<file path="src/rtl/usb_crc_serializer.sv">
// USB transmit serializer: payload LSb-first, then inverted CRC5/CRC16 remainder MSb-first.
// Optional build macro USB_CRC_BACK2BACK_EN lets a new packet load during the final CRC bit.
module usb_crc_serializer #(
    parameter int unsigned MAX_BITS = 64,
    parameter int unsigned LEN_W    = $clog2(MAX_BITS + 1)
) (
    input  logic                clk,
    input  logic                rst_b,
    input  logic                pkt_valid,
    output logic                pkt_ready,
    input  logic [MAX_BITS-1:0] pkt_data,
    input  logic [LEN_W-1:0]    pkt_len,
    input  logic                pkt_crc16,
    output logic                bit_out,
    output logic                bit_valid,
    input  logic                bit_ready,
    output logic                bit_last,
    output logic                busy,
    output logic                done
);

    localparam int unsigned IDX_W = $clog2(MAX_BITS);

    typedef enum logic [1:0] {StIdle, StData, StCrc} state_e;

    state_e              state_q, state_d;
    logic [MAX_BITS-1:0] data_q;
    logic [LEN_W-1:0]    len_q;
    logic                mode_q;
    logic [15:0]         crc_q;
    logic [IDX_W-1:0]    idx_q;
    logic [15:0]         sh_q;
    logic [3:0]          cnt_q;
    logic                done_q;

    logic [LEN_W-1:0]    len_in;
    logic                pkt_fire, bit_fire, data_end, crc_last;
    logic [15:0]         crc_nxt;

    function automatic logic [15:0] crc_preset(input logic m16);
        return m16 ? 16'hFFFF : 16'h001F;
    endfunction

    function automatic logic [15:0] crc_step(input logic [15:0] crc, input logic b,
                                             input logic m16);
        logic        fb;
        logic [15:0] nxt;
        if (m16) begin
            fb  = crc[15] ^ b;
            nxt = {crc[14:0], 1'b0} ^ (fb ? 16'h8005 : 16'h0000);
        end else begin
            fb  = crc[4] ^ b;
            nxt = {11'd0, crc[3:0], 1'b0} ^ (fb ? 16'h0005 : 16'h0000);
        end
        return nxt;
    endfunction

    // CRC5 remainder is left-aligned so the shifter always emits bit 15.
    function automatic logic [15:0] crc_align(input logic [15:0] crc, input logic m16);
        logic [15:0] inv;
        inv = ~crc;
        return m16 ? inv : {inv[4:0], 11'd0};
    endfunction

    assign len_in   = (pkt_len > LEN_W'(MAX_BITS)) ? LEN_W'(MAX_BITS) : pkt_len;
    assign pkt_fire = pkt_valid && pkt_ready;
    assign bit_fire = bit_valid && bit_ready;
    assign data_end = (state_q == StData) && (LEN_W'(idx_q) == len_q - LEN_W'(1));
    assign crc_last = (state_q == StCrc) && (cnt_q == 4'd0);
    assign crc_nxt  = crc_step(crc_q, data_q[idx_q], mode_q);
    assign done     = done_q;

    always_ff @(posedge clk or negedge rst_b) begin
        if (!rst_b) begin
            state_q <= StIdle;
        end else begin
            state_q <= state_d;
        end
    end

    always_comb begin
        state_d = state_q;
        unique case (state_q)
            StIdle: begin
                if (pkt_fire) state_d = (len_in != '0) ? StData : StCrc;
            end
            StData: begin
                if (bit_fire && data_end) state_d = StCrc;
            end
            StCrc: begin
                if (bit_fire && crc_last) begin
                    if (pkt_fire) state_d = (len_in != '0) ? StData : StCrc;
                    else          state_d = StIdle;
                end
            end
            default: state_d = StIdle;
        endcase
    end

    always_comb begin
        pkt_ready = 1'b0;
        bit_valid = 1'b0;
        bit_out   = 1'b0;
        bit_last  = 1'b0;
        busy      = 1'b0;
        unique case (state_q)
            StIdle: pkt_ready = 1'b1;
            StData: begin
                bit_valid = 1'b1;
                bit_out   = data_q[idx_q];
                busy      = 1'b1;
            end
            StCrc: begin
                bit_valid = 1'b1;
                bit_out   = sh_q[15];
                bit_last  = (cnt_q == 4'd0);
                busy      = 1'b1;
`ifdef USB_CRC_BACK2BACK_EN
                pkt_ready = (cnt_q == 4'd0) && bit_ready;
`endif
            end
            default: ;
        endcase
    end

    always_ff @(posedge clk or negedge rst_b) begin
        if (!rst_b) begin
            data_q <= '0;
            len_q  <= '0;
            mode_q <= 1'b0;
            crc_q  <= 16'hFFFF;
            idx_q  <= '0;
            sh_q   <= '0;
            cnt_q  <= '0;
            done_q <= 1'b0;
        end else begin
            done_q <= bit_fire && crc_last;
            if (pkt_fire) begin
                data_q <= pkt_data;
                len_q  <= len_in;
                mode_q <= pkt_crc16;
                crc_q  <= crc_preset(pkt_crc16);
                idx_q  <= '0;
                sh_q   <= crc_align(crc_preset(pkt_crc16), pkt_crc16);
                cnt_q  <= pkt_crc16 ? 4'd15 : 4'd4;
            end else if (bit_fire && state_q == StData) begin
                crc_q <= crc_nxt;
                if (data_end) begin
                    sh_q <= crc_align(crc_nxt, mode_q);
                end else begin
                    idx_q <= idx_q + IDX_W'(1);
                end
            end else if (bit_fire && state_q == StCrc) begin
                sh_q  <= {sh_q[14:0], 1'b0};
                cnt_q <= cnt_q - 4'd1;
            end
        end
    end

endmodule

</file>
<file path="config.mk">
export PLATFORM = sky130hd
export DESIGN_NAME = usb_crc_serializer
export DESIGN_NICKNAME = d
export VERILOG_FILES = /design/src/rtl/usb_crc_serializer.sv
export SDC_FILE = /design/constraint.sdc
export NUM_CORES = 1
export LEC_CHECK = 0
export CORE_UTILIZATION = 45
export DETAILED_ROUTE_END_ITERATION = 12
export PLACE_DENSITY = 0.67
export SLEW_MARGIN = 20
export SYNTH_ARGS = -nofsm -noshare
export SYNTH_HDL_FRONTEND = slang
export SYNTH_SLANG_ARGS = --single-unit
</file>
<file path="constraint.sdc">
create_clock -name clk -period 3.5 [get_ports clk]
set_input_delay 0.35 -clock clk [delete_from_list [all_inputs] [get_ports clk]]
set_output_delay 0.35 -clock clk [all_outputs]
set_load 0.01 [all_outputs]
</file>
==> results by group, run 1 <==
Worst setup path
  • Setup crit end kind: output pin
  • CP top delay family: multiplexers
  • Crit Path Class: register to output pin
  • CP bufs+invs: 2
  • Startpoint types: register
  • Crit path max-delay cell type: mux4_2
  • Req. time, crit path: 3150 ps
  • CP cell instances: buf_12 -> mux4_2 -> mux2_2 -> a211o_4 -> nand3b_1 -> nand2_4 -> a22oi_1 -> nor2b_1 -> dlymetal6s2s_1
  • WP data arrival: 2810 ps
  • Max incr delay on CP: 510 ps
  • Worst-path fanout max: 14

Detailed routing
  • Drt first pass iters: 5
  • Post-route ant nets: 0
  • Vias per cell: 5.47
  • Routed wire length: 14800 um
  • Drt drc: 0
  • Routed len/inst: 15.6 um
  • Detailed-route via count: 5173
  • Initial DRC count: 345

Logic synthesis
  • Avg Cell Area, Syn: 9.15 um2
  • Asr flop ratio synth: 1.00
  • Synth warnings: 0
  • Main synth FF type: dfrtp_1
  • Yosys reg bits: 117
  • Area contributors post-synth: dfrtp_1 (41%), nand2_1 (14%), dfstp_2 (6.7%)
  • Post-Syn Instances: 682
  • Post-synthesis sequential area ratio: 0.473
  • Syn_nets: 767
  • Distinct cell type count of the synthesized netlist: 69
  • Synth area leader: dfrtp_1
  • Number of synthesized flops with an enable pin: 0
  • Mapped cell area: 6240 um2
  • Yosys top cell area share: 0.405

STA
  • Crit share post-route: 0.904
  • Least-Margin Pin Slew: 816 ps
  • Tmin final: 3160 ps
  • Hold Vio Cnt, Final: 0
  • Slew HR: 0.456
  • Final worst setup slack: 335 ps
  • Final slew viol count: 0
  • # setup viols final: 0
  • Final setup skew: 8.40 ps
  • Final hold slack: 6.73 ps
  • RSZ-0062 raised after global routing: false
  • Max Freq: 316 MHz
  • Setup TNS: 0 ps

Place
  • DP Worst Slack: 314 ps
  • Port buffer count: 81
  • Detailed Place HPWL: 10000 um
  • Global placement routability congestion: 0.830

Global routing
  • GRT Resource Usage Total: 0.220
  • Vias in the first global route: 5127
  • Antenna violations before repair: 0
  • Largest net degree at the start of global routing: 87
  • Gr ovfl total: 0
  • Global-route wire length before repair: 24700 um

Floorplan
  • Initial Util: 0.465
  • Core area: 13400 um2
  • Chip Width: 120 um
  • Die height: 120 um
  • Die area: 14300 um2
  • # rows: 42
  • I/O pin total: 82

CTS
  • CTS Buffer Depth: 2
  • CTS H-tree lvls: 4
  • CTS tree: done
  • CTS root buf: clkbuf_16
  • CTS Sinks: 117
  • Clock transition at path regs: 60 ps
  • Num CTS Buffers: 17
  • Clk_lat worst skew: 420 ps

Power and ir drop
  • PnR Total Power: 6.97 mW
  • PwrDens: 889 nW/um2
  • Lkg Pwr: 3.54 nW
  • Worst IR Drop VDD: 0.499 mV

Cells and area
  • Util after Layout: 0.585
  • Nets@finish: 843
  • Share of post-route cells with drive strength above 1: 0.138
  • Synth-to-layout area growth: 25.7%
  • N_diodes: 0

Hold path
  • Min-Delay Path Class: input pin to async pin

Run status
  • Outcome: complete, no violations

Run
  • Max cap viols: 0
==> sequential cells by signal, summed over array words and instances (netlist names) <==
| register | cells |
|---|---|
| cnt_q | 4 |
| crc_q | 16 |
| data_q | 64 |
| done | 1 |
| idx_q | 6 |
| len_q | 7 |
| mode_q | 1 |
| sh_q | 16 |
| state_q | 2 |
==> worst reg2reg max path, delay by kind of cell (launching register included) <==
family / cells / cell delay [ps]
and+or+nand+nor: 1 / 160
muxes: 1 / 380
adders and majority gates: 1 / 310
buffers and inverters: 1 / 140
DFF: 1 / 470
AOI/OAI and AO/OA: 5 / 1490
==> where the power goes <==
part           leakage, nW  internal [mW]  switching, mW
registers             1.44           2.02          0.512
clock network        0.268           1.04          0.636
logic                 1.84           1.31           1.46
==> kinds of logic (layout without fill, tap and decap cells) <==
group | after synthesis | after routing | synth area share
fa+ha+maj | 9 | 9 | 0.0181
compound gates | 104 | 104 | 0.119
buf+inv | 59 | 147 | 0.0431
simple gates | 345 | 345 | 0.243
mux | 31 | 31 | 0.0760
flops | 117 | 117 | 0.473
xor+xnor | 17 | 17 | 0.0285
==> metal layers <==
metal	track usage	up-vias	part of all wire
met3	0.0447	18	0.041
met4	0.0734	0	0.013
met2	0.376	128	0.50
met1	0.277	2534	0.45
met5	0	-	0
li1	-	2493	-
==> stage by stage <==
| stage | area (um2) | instances |
|---|---|---|
| final | 7840 | 946 |
| after global routing | 7840 | 946 |
| after floorplan | 6240 | 682 |
| after detailed placement | 7180 | 906 |
| after global placement | 7180 | 906 |
| after CTS | 7780 | 940 |
==> placed cells by master, fill, tap and decap left out, types with 3 or more instances in the layout <==
cell type / n
a211oi_1: 6
dfstp_2: 16
a21oi_1: 25
nand2b_1: 6
and2_1: 3
dfrtp_2: 3
nand3b_1: 8
mux4_2: 12
nor3_1: 8
nand2_1: 239
nor2_1: 22
buf_4: 21
clkinv_4: 3
dfrtp_1: 98
nand3_1: 15
mux2i_1: 7
clkbuf_16: 17
ha_1: 9
nand4_1: 3
a221oi_1: 5
xnor2_1: 12
inv_1: 13
a31oi_1: 5
nor2b_1: 9
clkinvlp_4: 4
mux2_2: 6
clkdlybuf4s50_1: 79
clkinv_2: 4
o21ai_0: 21
nor4_1: 6
a221o_1: 8
mux2_1: 5
xor2_1: 3
o31ai_1: 5
and3_1: 4
==> final cells by class <==
type                       count  area [um2]
clock buffer                  18         429
fill                        1177        5560
multi-input combinational    506        3050
sequential                   117        2950
inverter                      13        48.8
clock inverter                13         136
tap                          176         220
timing repair buffer         103        1000
==> final timing paths <==
path,slack (ps),to,cells past startpoint,start
worst min register to register,470,data_q[54],2,data_q[54]
max in group asynchronous,2680,crc_q[14],2,rst_b
worst min-delay path,7,state_q[1],1,rst_b
worst max register to register,430,state_q[1],9,len_q[0]
min in group clk,450,data_q[17],3,pkt_data[17]
worst max-delay path,340,bit_out,9,idx_q[0]
==> Yosys cell counts (3+ instances only) <==
| library cell | instances |
|---|---|
| nor3_1 | 8 |
| mux2i_1 | 8 |
| nand4_1 | 3 |
| buf_2 | 7 |
| a21oi_1 | 25 |
| nor4_1 | 6 |
| nor2b_1 | 9 |
| o21ai_0 | 21 |
| a221o_1 | 8 |
| nor2_1 | 22 |
| and2_1 | 4 |
| mux2_2 | 6 |
| nand3_1 | 16 |
| and3_1 | 4 |
| xor2_1 | 3 |
| nand3b_1 | 8 |
| dfrtp_1 | 101 |
| dfstp_2 | 16 |
| a31oi_1 | 6 |
| mux4_2 | 12 |
| mux2_1 | 5 |
| nand2b_1 | 6 |
| nand2_1 | 240 |
| o31ai_1 | 5 |
| ha_1 | 9 |
| inv_1 | 13 |
| xnor2_1 | 12 |
| buf_1 | 5 |
| clkbuf_1 | 29 |
| a221oi_1 | 5 |
| a211oi_1 | 6 |
==> what timing repair did <==
item	in CTS	in global routing
pin swaps	0	5
hold buffers	0	0
endpoints found under the setup margin	1	1
buffers inserted	3	6
resized for setup	3	5
Power figures use the tool's default switching activity.
==> inputs of run 2 (changes only) <==
--- a/config.mk
+++ b/config.mk
@@ -6,6 +6,7 @@
 export NUM_CORES = 1
 export LEC_CHECK = 0
 export CORE_UTILIZATION = 45
+export CTS_BUF_LIST = sky130_fd_sc_hd__clkbuf_8
 export DETAILED_ROUTE_END_ITERATION = 12
 export PLACE_DENSITY = 0.67
 export SLEW_MARGIN = 20
==> run 2 against run 1 <==
Design area down 2.2%. Sequential cell count is the same. Die area unchanged. Largest power group unchanged. Highest routed layer unchanged.
==> results by group, run 2 (synthesis results as in run 1) <==
Global routing
  • Antenna violations before repair: 0
  • Largest net degree at the start of global routing: 87
  • GRT Resource Usage Total: 0.218
  • Gr ovfl total: 0
  • Vias in the first global route: 5164
  • Global-route wire length before repair: 24500 um

Place
  • Inst Count DP: 906
  • DP Worst Slack: 314 ps
  • Placed cell areas: 7180 um2
  • Global placement routability congestion: 0.830
  • Port buffer count: 81
  • Detailed Place HPWL: 10000 um

STA
  • Least-Margin Pin Slew: 808 ps
  • Final slew viol count: 0
  • # setup viols final: 0
  • Slew HR: 0.461
  • Setup TNS: 0 ps
  • Max Freq: 316 MHz
  • Final setup skew: 11.6 ps
  • Final worst setup slack: 336 ps
  • RSZ-0062 raised after global routing: false
  • Final hold slack: 426 ps
  • Hold Vio Cnt, Final: 0
  • Crit share post-route: 0.904
  • Tmin final: 3160 ps

Cells and area
  • Util after Layout: 0.572
  • Layout Cells excl Fill: 947
  • Commonest non-fill, non-tap cell in the layout: nand2_1
  • Top Registers: data_q: 64 flops, crc_q: 16 flops, sh_q: 16 flops
  • Most frequent cells in the layout: nand2_1 (239), dfrtp_1 (99), clkdlybuf4s50_1 (79)
  • N_diodes: 0
  • Max FFs per register: 64
  • Biggest register: data_q
  • Share of post-route cells with drive strength above 1: 0.136
  • Nets@finish: 844
  • Synth-to-layout area growth: 22.9%
  • Post-route cell area: 7660 um2

Detailed routing
  • Drt drc: 0
  • Initial DRC count: 330
  • Post-route ant nets: 0
  • Vias per cell: 5.41
  • Drt first pass iters: 5
  • Routed wire length: 14700 um
  • Detailed-route via count: 5127
  • Routed len/inst: 15.5 um

CTS
  • Num CTS Buffers: 17
  • CTS H-tree lvls: 4
  • Clk_lat worst skew: 450 ps
  • Clock transition at path regs: 80 ps
  • CTS root buf: clkbuf_8
  • CTS tree: done
  • CTS Buffer Depth: 2
  • CTS Sinks: 117

Worst setup path
  • Crit Path Class: register to output pin
  • Critical path origin: idx_q[0]
  • Req. time, crit path: 3150 ps
  • Startpoint types: register
  • Worst R2R Path Depth: 9
  • Reg2reg start: len_q[0]
  • Worst-path fanout max: 14
  • Setup crit end kind: output pin
  • WP data arrival: 2810 ps

Run status
  • Outcome: complete, no violations

Hold path
  • Startpoint of the worst hold path: pkt_data[26]
  • Cells on Worst Hold Path: 3
  • Min-Delay Path Class: input pin to register

Floorplan
  • Die height: 120 um
  • I/O pin total: 82
  • Die area: 14300 um2
  • Initial Util: 0.465
  • # rows: 42
  • Core area: 13400 um2
  • Chip Width: 120 um

Power and ir drop
  • Sw power: 2.53 mW
  • Worst IR Drop VDD: 0.383 mV
  • Combinational share of power: 0.426
  • Seq pwr share: 0.390
  • Internal power: 3.94 mW
  • PnR Total Power: 6.47 mW
  • Lkg Pwr: 3.46 nW
  • Switching Fraction: 0.391
  • Clock group share of total power: 0.183
  • PwrDens: 845 nW/um2

Run
  • Max cap viols: 0
## run 2: routing by layer
metal / vias to the layer above / wire length [um] / global-route usage
met5: - / 0 / 0
met4: 0 / 240 / 0.0758
met3: 24 / 630 / 0.0509
met2: 127 / 7330 / 0.366
met1: 2487 / 6460 / 0.275
li1: 2489 / - / -
## run 2: layout make-up
class,count,area [um2]
Clock inverter,14,140
Tap cell,176,220
Clock buffer,17,234
Multi-Input combinational cell,506,3060
Fill cell,1206,5740
Sequential cell,117,2950
Inverter,13,48.8
Timing Repair Buffer,104,1010
## run 2: critical path: stages (launching register included)
cell,delay [ps]
dfrtp_1,390
buf_12,160
mux4_2,500
mux2_2,290
a211o_4,350
nand3b_1,160
nand2_4,110
a22oi_1,150
nor2b_1,70
dlymetal6s2s_1,170
## run 2: power by group through the flow
stage / combinational (mW) / clock (mW) / sequential [mW]
finish: 2.76 / 1.19 / 2.53
detailed placement: 2.66 / 0 / 2.54
global route: 3.10 / 1.27 / 2.60
CTS: 2.74 / 1.21 / 2.53
floorplan: 2.14 / 0 / 2.29
global placement: 2.57 / 0 / 2.52
## run 2: final timing paths
| check | endpoint | slack (ps) |
|---|---|---|
| max in group asynchronous | crc_q[14] | 2150 |
| min in group asynchronous | state_q[1] | 520 |
| worst min-delay path | data_q[26] | 430 |
| worst min register to register | data_q[54] | 480 |
| worst max register to register | state_q[1] | 390 |
| worst max-delay path | bit_out | 340 |
## run 2: repair_timing
item,CTS,global route
hold buffers,1,0
buffers inserted,6,3
pin swaps,3,3
gates resized for setup,4,4
hold endpoints to repair,44,0
cloned,0,0
setup endpoints to repair,1,1
==> inputs of run 3 (changes only) <==
--- a/config.mk
+++ b/config.mk
@@ -5,10 +5,9 @@
 export SDC_FILE = /design/constraint.sdc
 export NUM_CORES = 1
 export LEC_CHECK = 0
-export CORE_UTILIZATION = 45
+export CORE_UTILIZATION = 40
 export CTS_BUF_LIST = sky130_fd_sc_hd__clkbuf_8
 export DETAILED_ROUTE_END_ITERATION = 12
-export PLACE_DENSITY = 0.67
 export SLEW_MARGIN = 20
 export SYNTH_ARGS = -nofsm -noshare
 export SYNTH_HDL_FRONTEND = slang
==> run 3 against run 2 <==
Wire length rose by 0.27%. Hold slack lost 5.6 ps. Register-to-register slack barely moved. Die area grew 12%. First-iteration DRC count is 3.9% lower. Worst setup slack worse by 27 ps.
==> results by group, run 3 (synthesis results as in run 1) <==
Cells and area
  • Top Registers: data_q: 64 flops, crc_q: 16 flops, sh_q: 16 flops
  • Synth-to-layout area growth: 22.8%
  • Most frequent cells in the layout: nand2_1 (239), dfrtp_1 (98), clkdlybuf4s50_1 (79)
  • Nets@finish: 841
  • N_diodes: 0
  • Max FFs per register: 64
  • Commonest non-fill, non-tap cell in the layout: nand2_1
  • Share of post-route cells with drive strength above 1: 0.135
  • # fillers: 1438
  • Biggest register: data_q
  • Layout Cells excl Fill: 956

Run status
  • Outcome: complete, no violations

Floorplan
  • Core area: 15200 um2
  • I/O pin total: 82
  • # rows: 45
  • Chip Width: 127 um
  • Initial Util: 0.410
  • Die area: 16100 um2
  • Die height: 127 um

Place
  • Global placement routability congestion: 0.823
  • Inst Count DP: 917
  • Port buffer count: 81
  • Detailed Place HPWL: 9950 um

Detailed routing
  • Post-route ant nets: 0
  • Routed len/inst: 15.4 um
  • Drt drc: 0
  • Drt first pass iters: 5
  • Routed wire length: 14700 um
  • Initial DRC count: 317
  • Detailed-route via count: 5055
  • Vias per cell: 5.29

STA
  • Max Freq: 313 MHz
  • RSZ-0062 raised after global routing: false
  • Hold Vio Cnt, Final: 0
  • Final setup skew: 12.0 ps
  • Tmin final: 3190 ps
  • Slew HR: 0.423
  • Final slew viol count: 0
  • Setup TNS: 0 ps
  • # setup viols final: 0
  • Least-Margin Pin Slew: 866 ps
  • Crit share post-route: 0.912

Global routing
  • GRT Resource Usage Total: 0.196
  • Gr ovfl total: 0
  • Vias in the first global route: 5121
  • Largest net degree at the start of global routing: 87
  • Global-route wire length before repair: 24900 um
  • Antenna violations before repair: 0

Worst setup path
  • WP data arrival: 2840 ps
  • Reg2reg start: len_q[0]
  • Crit Path Class: register to output pin
  • Setup crit end kind: output pin
  • Req. time, crit path: 3150 ps
  • Worst-path fanout max: 10
  • Critical path origin: idx_q[0]
  • Startpoint types: register

CTS
  • CTS Buffer Depth: 2
  • CTS Sinks: 117
  • Num CTS Buffers: 17
  • Clock transition at path regs: 70 ps
  • CTS root buf: clkbuf_8
  • Clk_lat worst skew: 450 ps
  • CTS H-tree lvls: 4
  • CTS tree: done

Hold path
  • Min-Delay Path Class: input pin to register
  • Startpoint of the worst hold path: pkt_data[26]

Power and ir drop
  • Worst IR Drop VDD: 0.333 mV
  • Lkg Pwr: 3.44 nW
  • PwrDens: 833 nW/um2

Run
  • Max cap viols: 0
[run 3: worst paths after layout]
| path | cells past startpoint | slack [ps] | end |
|---|---|---|---|
| worst max-delay path | 9 | 310 | bit_out |
| worst min-delay path | 3 | 420 | data_q[26] |
| worst max register to register | 9 | 390 | state_q[1] |
| worst min register to register | 2 | 470 | data_q[24] |
| max in group asynchronous | 3 | 2170 | crc_q[6] |
| min in group asynchronous | 2 | 510 | state_q[1] |
[run 3: through the flow]
step	power (mW)	utilization	area, um2	worst slack (ps)	hold WS, ps
floorplan	4.43	-	6240	861	54.4
global placement	5.09	0.473	7190	302	449
detailed placement	5.19	0.473	7190	263	457
CTS	6.41	0.501	7620	13.4	394
global route	6.90	0.504	7660	156	396
finish	6.38	0.504	7660	309	420
[run 3: critical path, cell delays in order (launching register included)]
cell,delay [ps]
dfrtp_2,400
buf_12,150
mux4_2,500
mux2_2,290
a211o_4,350
nand3b_1,160
nand2_4,110
a22oi_1,170
nor2b_1,80
dlymetal6s2s_1,170
[run 3: power breakdown]
group | total (mW) | internal, mW | switching (mW)
sequential | 2.51 | 2.01 | 0.496
clock | 1.14 | 0.569 | 0.570
combinational | 2.73 | 1.28 | 1.46
[run 3: what timing repair did]
item,CTS,global route
gates resized for setup,5,5
hold buffers,1,0
pin swaps,3,2
endpoints found under the hold margin,57,0
setup buffers,6,1
endpoints found under the setup margin,1,1
[run 3: layout make-up]
cell class	instances	area (um2)	share of cell area
multi-input combinational	506	3070	0.401
timing repair buffer	101	988	0.129
inverter	13	48.8	0.00637
tap	188	235	0.0307
sequential	117	2950	0.385
clock buffer	18	248	0.0323
clock inverter	13	114	0.0149
[run 3: per-layer routing]
layer	up-vias	global-route usage	wire (um)
met5	-	0	0
met4	0	0.0525	214
met3	14	0.0531	569
met2	122	0.323	6970
met1	2438	0.255	6940
li1	2481	-	-
